$ cat config.mk
export PLATFORM = sky130hd
export DESIGN_NAME = fnd_scan_decoder_flat
export DESIGN_NICKNAME = d
export VERILOG_FILES = /design/src/rtl/fnd_scan_if.sv /design/src/rtl/fnd_scan_decoder.sv /design/src/flat_wrapper.sv
export SDC_FILE = /design/constraint.sdc
export NUM_CORES = 1
export LEC_CHECK = 0
export BUFFER_PORTS_ARGS = -buffer_cell sky130_fd_sc_hd__buf_2
export CELL_PAD_IN_SITES_DETAIL_PLACEMENT = 0
export CELL_PAD_IN_SITES_GLOBAL_PLACEMENT = 1
export CORE_MARGIN = 8
export CORE_UTILIZATION = 52
export CTS_CLUSTER_DIAMETER = 60
export DETAILED_ROUTE_END_ITERATION = 16
export HOLD_SLACK_MARGIN = 0.1
export PLACE_DENSITY = 0.92
export SLEW_MARGIN = 20
export SYNTH_ARGS = -nofsm -noshare
export SYNTH_HDL_FRONTEND = slang
export SYNTH_SLANG_ARGS = --single-unit
$ cat constraint.sdc
create_clock -name clk -period 5 [get_ports clk]
set_input_delay 0.5 -clock clk [delete_from_list [all_inputs] [get_ports clk]]
set_output_delay 0.5 -clock clk [all_outputs]
set_load 0.005 [all_outputs]
$ cat src/rtl/fnd_scan_if.sv
// Multiplexed FND bus (active-low digit select + active-low font) and the decoded results.
// master = bus driver/observer side, slave = the scan decoder.
interface fnd_scan_if;
    logic [3:0] fndCom;
    logic [7:0] fndFont;
    logic [6:0] digit_h;
    logic [6:0] digit_l;
    logic       dot;
    logic       frame_valid;
    logic       seg_error;
    logic       stale;

    modport master (
        output fndCom, fndFont,
        input  digit_h, digit_l, dot, frame_valid, seg_error, stale
    );

    modport slave (
        input  fndCom, fndFont,
        output digit_h, digit_l, dot, frame_valid, seg_error, stale
    );
endinterface

$ cat src/rtl/fnd_scan_decoder.sv
// Snoops a multiplexed 4-digit FND bus, filters scan glitches, decodes each digit
// and republishes complete frames as two 0..99 values plus the dot.
module fnd_scan_decoder #(
    parameter int SETTLE_CYCLES  = 16,
    parameter int TIMEOUT_CYCLES = 2_000_000
) (
    input  logic       clk,
    input  logic       reset,
    fnd_scan_if.slave  bus
);
    localparam int SW = $clog2(SETTLE_CYCLES + 1);
    localparam int TW = $clog2(TIMEOUT_CYCLES + 1);
    localparam logic [SW-1:0] SETTLE_MAX   = SW'(SETTLE_CYCLES);
    localparam logic [TW-1:0] TIMEOUT_LAST = TW'(TIMEOUT_CYCLES - 1);

    // {bad, value}; undecodable glyphs report value 0 with the bad flag set
    function automatic logic [4:0] decode_seg(input logic [6:0] seg);
        case (seg)
            7'h40:   decode_seg = {1'b0, 4'd0};
            7'h79:   decode_seg = {1'b0, 4'd1};
            7'h24:   decode_seg = {1'b0, 4'd2};
            7'h30:   decode_seg = {1'b0, 4'd3};
            7'h19:   decode_seg = {1'b0, 4'd4};
            7'h12:   decode_seg = {1'b0, 4'd5};
            7'h02:   decode_seg = {1'b0, 4'd6};
            7'h78:   decode_seg = {1'b0, 4'd7};
            7'h00:   decode_seg = {1'b0, 4'd8};
            7'h10:   decode_seg = {1'b0, 4'd9};
            default: decode_seg = {1'b1, 4'd0};
        endcase
    endfunction

    function automatic logic [6:0] join_digits(input logic [3:0] tens, input logic [3:0] ones);
        join_digits = ({3'b000, tens} * 7'd10) + {3'b000, ones};
    endfunction

    logic [11:0]   sync_p0, sync_p1, hist_p2;
    logic [SW-1:0] settle_cnt, cnt_next;
    logic [TW-1:0] idle_cnt;
    logic [15:0]   digits;
    logic [3:0]    captured, bad, cap_nx, bad_nx;
    logic          dp_cap;
    logic          com_ok, same, capture, dec_bad, frame_done, timeout_hit;
    logic [1:0]    pos;
    logic [3:0]    dec_val;
    logic [6:0]    digit_h_r, digit_l_r;
    logic          dot_r, frame_valid_r, seg_error_r, stale_r;

    always_comb begin
        com_ok = 1'b1;
        pos    = 2'd0;
        case (sync_p1[11:8])
            4'b1110: pos = 2'd0;
            4'b1101: pos = 2'd1;
            4'b1011: pos = 2'd2;
            4'b0111: pos = 2'd3;
            default: com_ok = 1'b0;
        endcase

        same = (sync_p1 == hist_p2);
        if (!com_ok)
            cnt_next = '0;
        else if (same)
            cnt_next = (settle_cnt == SETTLE_MAX) ? SETTLE_MAX : settle_cnt + 1'b1;
        else
            cnt_next = SW'(1);
        // fire only on the cycle the count arrives at the limit, not while parked there
        capture = com_ok && (cnt_next == SETTLE_MAX) && !(same && (settle_cnt == SETTLE_MAX));

        {dec_bad, dec_val} = decode_seg(sync_p1[6:0]);

        frame_done  = (captured == 4'b1111);
        timeout_hit = (idle_cnt == TIMEOUT_LAST) && !capture;

        cap_nx = captured;
        bad_nx = bad;
        if (frame_done || timeout_hit) begin
            cap_nx = '0;
            bad_nx = '0;
        end
        if (capture) begin
            cap_nx[pos] = 1'b1;
            bad_nx[pos] = dec_bad;
        end
    end

    always_ff @(posedge clk or posedge reset) begin
        if (reset) begin
            sync_p0       <= '1;
            sync_p1       <= '1;
            hist_p2       <= '1;
            settle_cnt    <= '0;
            idle_cnt      <= '0;
            digits        <= '0;
            captured      <= '0;
            bad           <= '0;
            dp_cap        <= 1'b1;
            digit_h_r     <= '0;
            digit_l_r     <= '0;
            dot_r         <= 1'b1;
            frame_valid_r <= 1'b0;
            seg_error_r   <= 1'b0;
            stale_r       <= 1'b1;
        end else begin
            // p0 -> p1: two-flop synchronizer; p2 holds the previous synced sample
            sync_p0    <= {bus.fndCom, bus.fndFont};
            sync_p1    <= sync_p0;
            hist_p2    <= sync_p1;
            settle_cnt <= cnt_next;

            if (capture)
                idle_cnt <= '0;
            else if (idle_cnt != TIMEOUT_LAST)
                idle_cnt <= idle_cnt + 1'b1;

            captured <= cap_nx;
            bad      <= bad_nx;
            if (capture) begin
                digits[pos*4 +: 4] <= dec_val;
                if (pos == 2'd2)
                    dp_cap <= sync_p1[7];
            end

            frame_valid_r <= 1'b0;
            if (timeout_hit)
                stale_r <= 1'b1;
            // a clean frame wins over a coincident timeout
            if (frame_done) begin
                if (bad == 4'b0000) begin
                    digit_h_r     <= join_digits(digits[15:12], digits[11:8]);
                    digit_l_r     <= join_digits(digits[7:4], digits[3:0]);
                    dot_r         <= dp_cap;
                    frame_valid_r <= 1'b1;
                    seg_error_r   <= 1'b0;
                    stale_r       <= 1'b0;
                end else begin
                    seg_error_r   <= 1'b1;
                end
            end
        end
    end

    assign bus.digit_h     = digit_h_r;
    assign bus.digit_l     = digit_l_r;
    assign bus.dot         = dot_r;
    assign bus.frame_valid = frame_valid_r;
    assign bus.seg_error   = seg_error_r;
    assign bus.stale       = stale_r;
endmodule

$ cat src/flat_wrapper.sv
// flat-port wrapper written by rule: the top's interface ports become plain ports
module fnd_scan_decoder_flat 
#(
    parameter int SETTLE_CYCLES  = 16,
    parameter int TIMEOUT_CYCLES = 2_000_000
)
  (clk, reset, bus_fndCom, bus_fndFont, bus_digit_h, bus_digit_l, bus_dot, bus_frame_valid, bus_seg_error, bus_stale);
  fnd_scan_if bus_i ();
  input  logic clk;
  input  logic reset;
  input wire logic [$bits(bus_i.fndCom)-1:0] bus_fndCom;
  input wire logic [$bits(bus_i.fndFont)-1:0] bus_fndFont;
  output wire logic [$bits(bus_i.digit_h)-1:0] bus_digit_h;
  output wire logic [$bits(bus_i.digit_l)-1:0] bus_digit_l;
  output wire logic [$bits(bus_i.dot)-1:0] bus_dot;
  output wire logic [$bits(bus_i.frame_valid)-1:0] bus_frame_valid;
  output wire logic [$bits(bus_i.seg_error)-1:0] bus_seg_error;
  output wire logic [$bits(bus_i.stale)-1:0] bus_stale;
  assign bus_i.fndCom = bus_fndCom;
  assign bus_i.fndFont = bus_fndFont;
  assign bus_digit_h = bus_i.digit_h;
  assign bus_digit_l = bus_i.digit_l;
  assign bus_dot = bus_i.dot;
  assign bus_frame_valid = bus_i.frame_valid;
  assign bus_seg_error = bus_i.seg_error;
  assign bus_stale = bus_i.stale;
  fnd_scan_decoder #(.SETTLE_CYCLES(SETTLE_CYCLES), .TIMEOUT_CYCLES(TIMEOUT_CYCLES)) u_core (.clk(clk), .reset(reset), .bus(bus_i));
endmodule
## After elaboration in Yosys (flattened, before gate mapping)

Index checks and enable logic that the tools add are counted.

- Register bits: 105
- Input port bits: 14
- Output and inout port bits: 18
- Logic and storage cells: 83

- Add/sub/neg operators: 5
- $mul: 2
- $lt $le $gt $ge: 2
- Equality and inequality tests: 20
- Shift-type cells: 2
- Mux-type cells: 22
- Bitwise logic cells: 1
- Reductions and logical operators: 14

Operators by type and width:

| operator | count |
|---|---|
| $pmux W5 S10 | 1 |
| $mux W21 | 2 |
| $neg A4 Y34 | 1 |
| $shift A4 B34 Y16 const A | 1 |
| $shiftx A4 B34 Y16 | 1 |
| $add A21 B1 Y21 const B | 1 |
| $eq A21 B21 Y1 const B | 1 |
| $eq A7 B5 Y1 const B | 3 |
| $eq A7 B7 Y1 const B | 3 |
| $ne A21 B21 Y1 const B | 1 |
| $bwmux W16 | 1 |
| $eq A4 B4 Y1 const B | 4 |
| $mux W4 | 4 |
| $mux W5 | 3 |
| $add A7 B4 Y7 | 2 |
| $eq A7 B6 Y1 const B | 2 |
| $eq A12 B12 Y1 | 1 |
| $mul A4 B3 Y6 const B | 2 |
| $eq A5 B5 Y1 const B | 2 |
| $mux W1 | 8 |
| $eq A7 B2 Y1 const B | 1 |
| $logic_not A7 Y1 | 1 |
| $pmux W2 S3 | 1 |
| $add A5 B1 Y5 const B | 1 |
| other kinds (14) | 20 |

## Depth between registers and ports, before layout

Gate-level depths: netlist of the first run.

- Depth after elaboration: 13
- Mapped depth: 8
- Gate-level depth less buffers: 8

## Worst setup path before layout of the first run

OpenSTA, ideal clock, no wires.

- Path type: flip-flop to flip-flop
- Start point: register u_core.sync_p1[3]
- End point: register u_core.idle_cnt[14]
- Arrival time: 2.154 ns
- Required time: 4.878 ns
- Slack: 2.725 ns
- Cell stages (with the launch flop): 8
- Buffers on the path: 2
- Path through: dfstp_2 clkbuf_1 xor2_1 nor4_4 o2111ai_4 nor4_4 buf_2 nor2_1

- Word-level cells in the longest chain between the ends: 7
- Elaborated cells on any way between the ends: 10

Ends and longest elaborated chain:

| item | line | text |
|---|---|---|
| start: declaration | fnd_scan_decoder.sv:37 | `logic [11:0] sync_p0, sync_p1, hist_p2;` |
| start signal: assignment | fnd_scan_decoder.sv:107 | `sync_p1 <= sync_p0;` |
| $eq A12 B12 Y1 (*) | fnd_scan_decoder.sv:60 | `same = (sync_p1 == hist_p2);` |
| $mux W5 | fnd_scan_decoder.sv:63 | `else if (same)` |
| $mux W5 | fnd_scan_decoder.sv:61 | `if (!com_ok)` |
| $eq A5 B5 Y1 | fnd_scan_decoder.sv:68 | `capture = com_ok && (cnt_next == SETTLE_MAX) && !(same && (settle_cnt == SETTLE_MAX));` |
| $logic_and A1 B1 Y1 | fnd_scan_decoder.sv:68 |  |
| $logic_and A1 B1 Y1 (*) | fnd_scan_decoder.sv:68 |  |
| $mux W21 / $reduce_bool A2 Y1 (equally long branches) | - |  |
| end signal: assignment | fnd_scan_decoder.sv:114 | `idle_cnt <= idle_cnt + 1'b1;` |
| end: declaration | fnd_scan_decoder.sv:39 | `logic [TW-1:0] idle_cnt;` |

Mark *: on every way between the ends. The rest lies on a longest branch, timed or not.
A chain may end at the register's enable or synchronous reset.

## Worst setup path in the final report of the first run

- Start point: register u_core.sync_p1[5]
- End point: register u_core.bad[0]

- Word-level cells in the longest chain between the ends: 12
- Elaborated cells on any way between the ends: 25

Ends and longest elaborated chain:

| item | line | text |
|---|---|---|
| $eq A12 B12 Y1 | fnd_scan_decoder.sv:60 |  |
| $mux W5 | fnd_scan_decoder.sv:63 |  |
| $mux W5 | fnd_scan_decoder.sv:61 |  |
| $eq A5 B5 Y1 | fnd_scan_decoder.sv:68 |  |
| $logic_and A1 B1 Y1 (2 in a row) | fnd_scan_decoder.sv:68 |  |
| $logic_not A1 Y1 | fnd_scan_decoder.sv:73 | `timeout_hit = (idle_cnt == TIMEOUT_LAST) && !capture;` |
| $logic_and A1 B1 Y1 | fnd_scan_decoder.sv:73 |  |
| $logic_or A1 B1 Y1 | fnd_scan_decoder.sv:77 | `if (frame_done \|\| timeout_hit) begin` |
| $mux W4 | fnd_scan_decoder.sv:77 |  |
| $bwmux W4 | fnd_scan_decoder.sv:83 | `bad_nx[pos] = dec_bad;` |
| $mux W4 (*) | fnd_scan_decoder.sv:81 | `if (capture) begin` |
| named net u_core.bad_nx[0] | fnd_scan_decoder.sv:41 | `logic [3:0] captured, bad, cap_nx, bad_nx;` |
| end signal: assignment | fnd_scan_decoder.sv:117 | `bad <= bad_nx;` |
| end: declaration | fnd_scan_decoder.sv:41 |  |

The timed path passes the listed nets; every way through them passes the cells marked *.

==> impl_metrics.yaml, run 1 <==
status:
  status: "finished, final reports clean"
detailed_routing:
  vias: 3274
  postRouteAntennaNets: 0
  wire_per_inst_um: 14.1
  routed_wl_mm: 8.67
  drc: 0
  drtIter0Drc: 164
  drt-pass1-iter-count: 5
  viasPerCell: 5.33
global_routing:
  antenna_found_initial: 0
  grt_pass1_wl_mm: 15.1
  grt_pass1_vias: 3215
  grt_overflow: 0
  grt.total_usage_pct: 14.4
  grt_max_degree: 67
setup_path:
  regToRegSetupSlack_ns: 2.39
  required_ns: 5.29
  endpoint_kind: "flop"
  cp_num_buf_inv: 0
  crit_type: "flop to flop"
  cp.depth: 6
  cp_max_fo: 12
  r2r-end: "u_core.bad[0]"
  critical_path.slowest_cell: "nor4_4"
  crit_arrival_ns: 2.90
  r2r-start: "u_core.sync_p1[5]"
  crit_chain: "xor2_1, nor4_4, o2111ai_4, nor4_4, o2111ai_2, o21ai_1"
  cp_slowest_stage_delay_ns: 0.64
  crit_path_start: "u_core.sync_p1[5]"
  crit_family: "simple AND/OR/NAND/NOR gates"
  critPathLaunchType: "flop"
  reg2regPathDepth: 6
  crit_path_frequent_cell: "nor4_4"
sta:
  tns_ns: 0
  min_period_ns: 2.61
  relSlewSlack_pct: 46.0
  fmax_mhz: 383
  final-setup-viol-count: 0
  final_hold_viol_count: 0
  worst_pin_slew_ns: 0.809
  fin_crit_sh_pct: 52.2
  rsz0062_at_grt: "false"
  drv_slew: 0
  hold_ws_ns: 0.149
  fin_skew_ns: 0.00929
finish:
  n_antenna_cell: 0
  area_growth_pct: 9.93
  post_route_cells_drive_above_1_share_pct: 24.9
  fin_area_sq_mm: 0.00546
  fin_nets: 519
  final_cells: 614
clock_network:
  htreeDepth: 3
  clk_path_buf_depth: 2
  clkSlewWorstSetupHoldPaths_ns: 0.10
  cts_made_buffers: 9
  cts_root_buffer: "clkbuf_8"
  cts_resized: 0
  clock_latency_ns: 0.37
  cts_tree: "yes"
  cts_setup_buffers: 0
  cts.hold.buffers_added: 0
  cts_sinks: 105
floorplanning:
  core_area_sq_mm: 0.00924
  die_x_um: 114
  num_rows: 35
  io_pins: 32
  die-area_sq_mm: 0.0129
  die_h_um: 114
  initial_core_util_pct: 53.7
place:
  place.gp.congestion: 0.845
  dp_hpwl_mm: 6.20
  dp_cells: 598
  place_area_sq_mm: 0.00527
  port_buffers: 31
logic_synthesis:
  syn-num-nets: 483
  synth_ff_type: "dfrtp_1"
  synth_edf_count: 0
  synth_area_sq_mm: 0.00496
  synth.area.top_cells: "dfrtp_1, dfstp_2, xor2_1"
  yosys-top-cells-count: "dfrtp_1, nor2_1, nand2_1"
  synth.distinct_cells: 42
  ys_ff_latch: 105
  yosys.area.top_type: "dfrtp_1"
  post-synth-top-count-cell: "dfrtp_1"
  ys_async_sr_fraction_pct: 100
  syn_inst: 444
  yosysTopAreaCellShare_pct: 33.3
  yosys_warnings: 0
  yosysSeqAreaShare_pct: 53.9
  syn-mean-instance-area_sq_um: 11.2
job:
  cap_violations: 0
pwr:
  comb_power_share_pct: 4.4
  vdd_drop_max_uv: 143
  p_total_mw: 1.45
  p_leak_nw: 2.49
  p_sw_share_pct: 25.0
  p_per_area_mw_per_mm2: 266
  p_clk_share_pct: 34.1
  power.switching_mw: 0.362
  cellInternalPower_mw: 1.09
  power_frac_seq_pct: 61.5
worst_hold_path:
  holdCritPathClass: "primary input to async pin"
worst max-delay path by stage:
stage | slack [ns] | to
after floorplan | 1.80 | u_core.bad[0]
after CTS | 2.38 | u_core.bad[0]
after global placement | 2.56 | u_core.idle_cnt[14]
after detailed placement | 2.41 | u_core.bad[0]
final | 2.39 | u_core.bad[0]
after global routing | 2.13 | u_core.bad[0]
power groups by stage:
stage | Combinational (mW) | Clock [mW] | Sequential, mW
3_5_place_dp | 0.0646 | 0 | 0.907
2_1_floorplan | 0.0498 | 0 | 0.901
5_1_grt | 0.0725 | 0.547 | 0.894
3_3_place_gp | 0.0632 | 0 | 0.906
6_report | 0.0638 | 0.494 | 0.892
4_1_cts | 0.0649 | 0.515 | 0.892
worst reg2reg max path, delay by kind of cell, from the launching register on:
kind            cells  cell delay [ns]
xor+xnor            1             0.12
compound gates      3             0.78
simple gates        2             0.99
flops               1             0.63
sequential cells by signal, summed over array words and instances, names as in the netlist:
signal                  count
u_core.bad                  4
u_core.bus.digit_h          7
u_core.bus.digit_l          7
u_core.bus.dot              1
u_core.bus.frame_valid      1
u_core.bus.seg_error        1
u_core.bus.stale            1
u_core.captured             4
u_core.digits              16
u_core.dp_cap               1
u_core.hist_p2             12
u_core.idle_cnt            21
u_core.settle_cnt           5
u_core.sync_p0             12
u_core.sync_p1             12
placed cells by master, fill, tap and decap left out, types with 3 or more instances in the layout:
master	instances
xnor2_1	10
and2_1	3
clkbuf_8	9
nor4_4	5
mux2i_1	5
dfrtp_1	66
nand3_1	18
nor3_1	8
or2_2	4
nand2b_1	4
nor2b_1	8
and3_1	5
nor4_1	3
nand2_1	44
inv_1	20
buf_2	31
a31oi_1	3
xor2_1	35
a21oi_1	9
o21ai_1	4
ha_1	21
nor2_1	52
or3_1	3
buf_4	3
mux2_2	17
dfstp_2	39
fa_1	4
o21ai_0	18
nand4_1	7
layout make-up:
class / count / area [sq um]
multi-input cells: 309 / 2180
well taps: 129 / 161
flip-flops and latches: 105 / 2680
clock buffers: 9 / 124
fillers: 759 / 3780
repair buffers: 34 / 178
clock inverters: 7 / 58.8
inverters: 21 / 81.3
cell families after synthesis:
group                      synth area share, %
AOI/OAI and AO/OA                         6.08
xor gates and xnor gates                  7.94
adders and majority gates                 6.91
buffers and inverters                     2.34
DFF                                       53.9
muxes                                     4.87
and+or+nand+nor                           17.9
stage by stage:
step / utilization [%] / setup slack, ns
final: 59.1 / 2.39
after floorplan: - / 1.80
after global routing: 59.1 / 2.13
after detailed placement: 57.1 / 2.41
after global placement: 57.1 / 2.56
after CTS: 59.1 / 2.38
per-layer routing:
| layer | vias up | share of wire, % | wire (um) | global-route usage (%) |
|---|---|---|---|---|
| li1 | 1574 | - | - | - |
| met3 | 17 | 5.0 | 431 | 4.12 |
| met1 | 1607 | 48 | 4140 | 18.7 |
| met4 | 0 | 2.0 | 172 | 5.86 |
| met5 | - | 0 | 0 | 0 |
| met2 | 76 | 45 | 3930 | 22.2 |
No activity file was read; power rests on OpenSTA's default activity.
==> inputs of run 2 (changes only) <==
CORE_UTILIZATION = 44   (was 52)
PLACE_DENSITY = 0.84   (was 0.92)
clock period = 2.2 ns   (was 5 ns; I/O delays follow)
==> impl_metrics.yaml, run 2 (same netlist as run 1, synthesis figures left out) <==
pwr:
  power_frac_seq_pct: 51.2
  p_sw_share_pct: 21.0
  comb_power_share_pct: 5.2
  vdd_drop_max_uv: 643
  p_leak_nw: 2.76
  p_total_mw: 3.94
  p_per_area_mw_per_mm2: 655
  cellInternalPower_mw: 3.11
  p_clk_share_pct: 43.6
  power.switching_mw: 0.828
finish:
  largest_reg_flops: 21
  area_growth_pct: 21.1
  fin_nets: 558
  final_common_cell: "dfrtp_1"
  multiInputGateArea_sq_mm: 0.00223
  utilization_pct: 55.0
  top_regs: "u_core.idle_cnt (21), u_core.digits (16)"
  nFillCells: 937
  post_route_cells_drive_above_1_share_pct: 29.2
  regArea_sq_mm: 0.00268
  fin_area_sq_mm: 0.00601
  final_cell_mix: "dfrtp_1, nor2_1, nand2_1"
  n_antenna_cell: 0
  top_register: "u_core.idle_cnt"
setup_path:
  r2r-end: "u_core.bus.stale"
  crit_arrival_ns: 2.49
  crit_type: "flop to flop"
  regToRegSetupSlack_ns: -0.009
  crit_path_start: "u_core.sync_p1[1]"
  cp_max_fo: 5
  r2r-start: "u_core.sync_p1[1]"
  endpoint: "u_core.bus.stale"
  reg2regPathDepth: 9
  critPathLaunchType: "flop"
  endpoint_kind: "flop"
  required_ns: 2.48
place:
  dp_hpwl_mm: 6.41
  port_buffers: 31
  place_area_sq_mm: 0.00547
  place.gp.congestion: 0.779
sta:
  fin_crit_sh_pct: 100
  fmax_mhz: 453
  setup_slack_ns: -0.00941
  final-setup-viol-count: 2
  fin_skew_ns: 0.0101
  final_hold_viol_count: 0
  worst_pin_slew_ns: 0.544
  min_period_ns: 2.21
  hold_ws_ns: 0.346
  rsz0062_at_grt: "true"
  relSlewSlack_pct: 63.8
  drv_slew: 0
clock_network:
  cts_tree: "yes"
  cts_sinks: 105
  clkSlewWorstSetupHoldPaths_ns: 0.07
  cts_made_buffers: 9
  clock_latency_ns: 0.35
  cts_root_buffer: "clkbuf_16"
  htreeDepth: 3
  clk_path_buf_depth: 2
global_routing:
  grt_overflow: 0
  grt_max_degree: 106
  grt_pass1_wl_mm: 15.4
  antenna_found_initial: 0
  grt_pass1_vias: 3351
  grt.total_usage_pct: 12.8
detailed_routing:
  drc: 0
  wire_per_inst_um: 13.6
  routed_wl_mm: 9.04
  vias: 3325
  postRouteAntennaNets: 0
  viasPerCell: 5.01
  drt-pass1-iter-count: 4
  drtIter0Drc: 217
floorplanning:
  die_x_um: 122
  io_pins: 32
  initial_core_util_pct: 45.4
  die-area_sq_mm: 0.0149
  num_rows: 38
  die_h_um: 122
  core_area_sq_mm: 0.0109
job:
  cap_violations: 0
worst_hold_path:
  holdCritPathClass: "flop to flop"
status:
  violations: "setup timing"
  status: "finished with violations"
[run 2: changes by cell type in the layout (fill, tap and decap cells not counted), sizes merged]
cell,previous run,this run
buf,34,60
clkinvlp,1,2
inv,26,20
clkbuf,9,12
dlygate4sd3,0,13
bufinv,0,2
[run 2: cell type report]
| cell class | count | area share, % |
|---|---|---|
| multi-input cells | 309 | 37.0 |
| repair buffers | 73 | 8.77 |
| clock inverters | 4 | 1.27 |
| clock buffers | 12 | 4.10 |
| flip-flops and latches | 105 | 44.5 |
| well taps | 140 | 2.91 |
| inverters | 21 | 1.37 |
[run 2: worst min path at each step]
stage                      start  slack (ns)  cells past startpoint           endpoint
2_1_floorplan     bus_fndFont[0]        0.22                      0  u_core.sync_p0[0]
3_3_place_gp       bus_fndCom[0]        0.32                      1  u_core.sync_p0[8]
3_5_place_dp      bus_fndFont[7]        0.33                      1  u_core.sync_p0[7]
4_1_cts        u_core.sync_p0[1]        0.35                      0  u_core.sync_p1[1]
5_1_grt        u_core.sync_p0[1]        0.35                      0  u_core.sync_p1[1]
6_report       u_core.sync_p0[1]        0.35                      0  u_core.sync_p1[1]
[run 2: power by group through the flow]
stage / logic, mW / clock network [mW] / registers, mW
after floorplan: 0.114 / 0 / 2.05
after global placement: 0.182 / 0 / 2.05
after detailed placement: 0.185 / 0 / 2.05
after CTS: 0.203 / 1.76 / 2.02
after global routing: 0.230 / 1.83 / 2.02
final: 0.203 / 1.72 / 2.02
[run 2: per-layer routing]
metal,track usage (%),vias to the layer above,routed length (um)
li1,-,1651,-
met1,16.2,1614,4190
met2,20.6,47,4290
met3,3.45,13,401
met4,5.33,0,161
met5,0,-,0
[run 2: critical path: stages (launching register included)]
cell       delay [ns]
dfstp_2          0.54
xor2_1           0.12
nor4_4           0.35
o2111ai_4        0.21
nor4_4           0.32
buf_6            0.18
buf_4            0.11
buf_4            0.09
nor2b_2          0.06
o21a_1           0.18
[run 2: per-stage QoR]
| stage | cells | TNS [ns] | worst slack [ns] |
|---|---|---|---|
| floorplan | 444 | -0.0678 | -0.0170 |
| global placement | 631 | -0.000945 | -0.000945 |
| detailed placement | 631 | -0.745 | -0.0658 |
| CTS | 662 | -0.431 | -0.0594 |
| global route | 664 | -2.64 | -0.153 |
| finish | 664 | -0.0101 | -0.00941 |
[run 2: timing repair]
| item | 4_1_cts | 5_1_grt |
|---|---|---|
| buffers inserted | 2 | 2 |
| hold buffers | 13 | 0 |
| hold endpoints to repair | 78 | 0 |
| endpoints found under the setup margin | 35 | 47 |
| pin swaps | 0 | 7 |
| resized for setup | 3 | 12 |
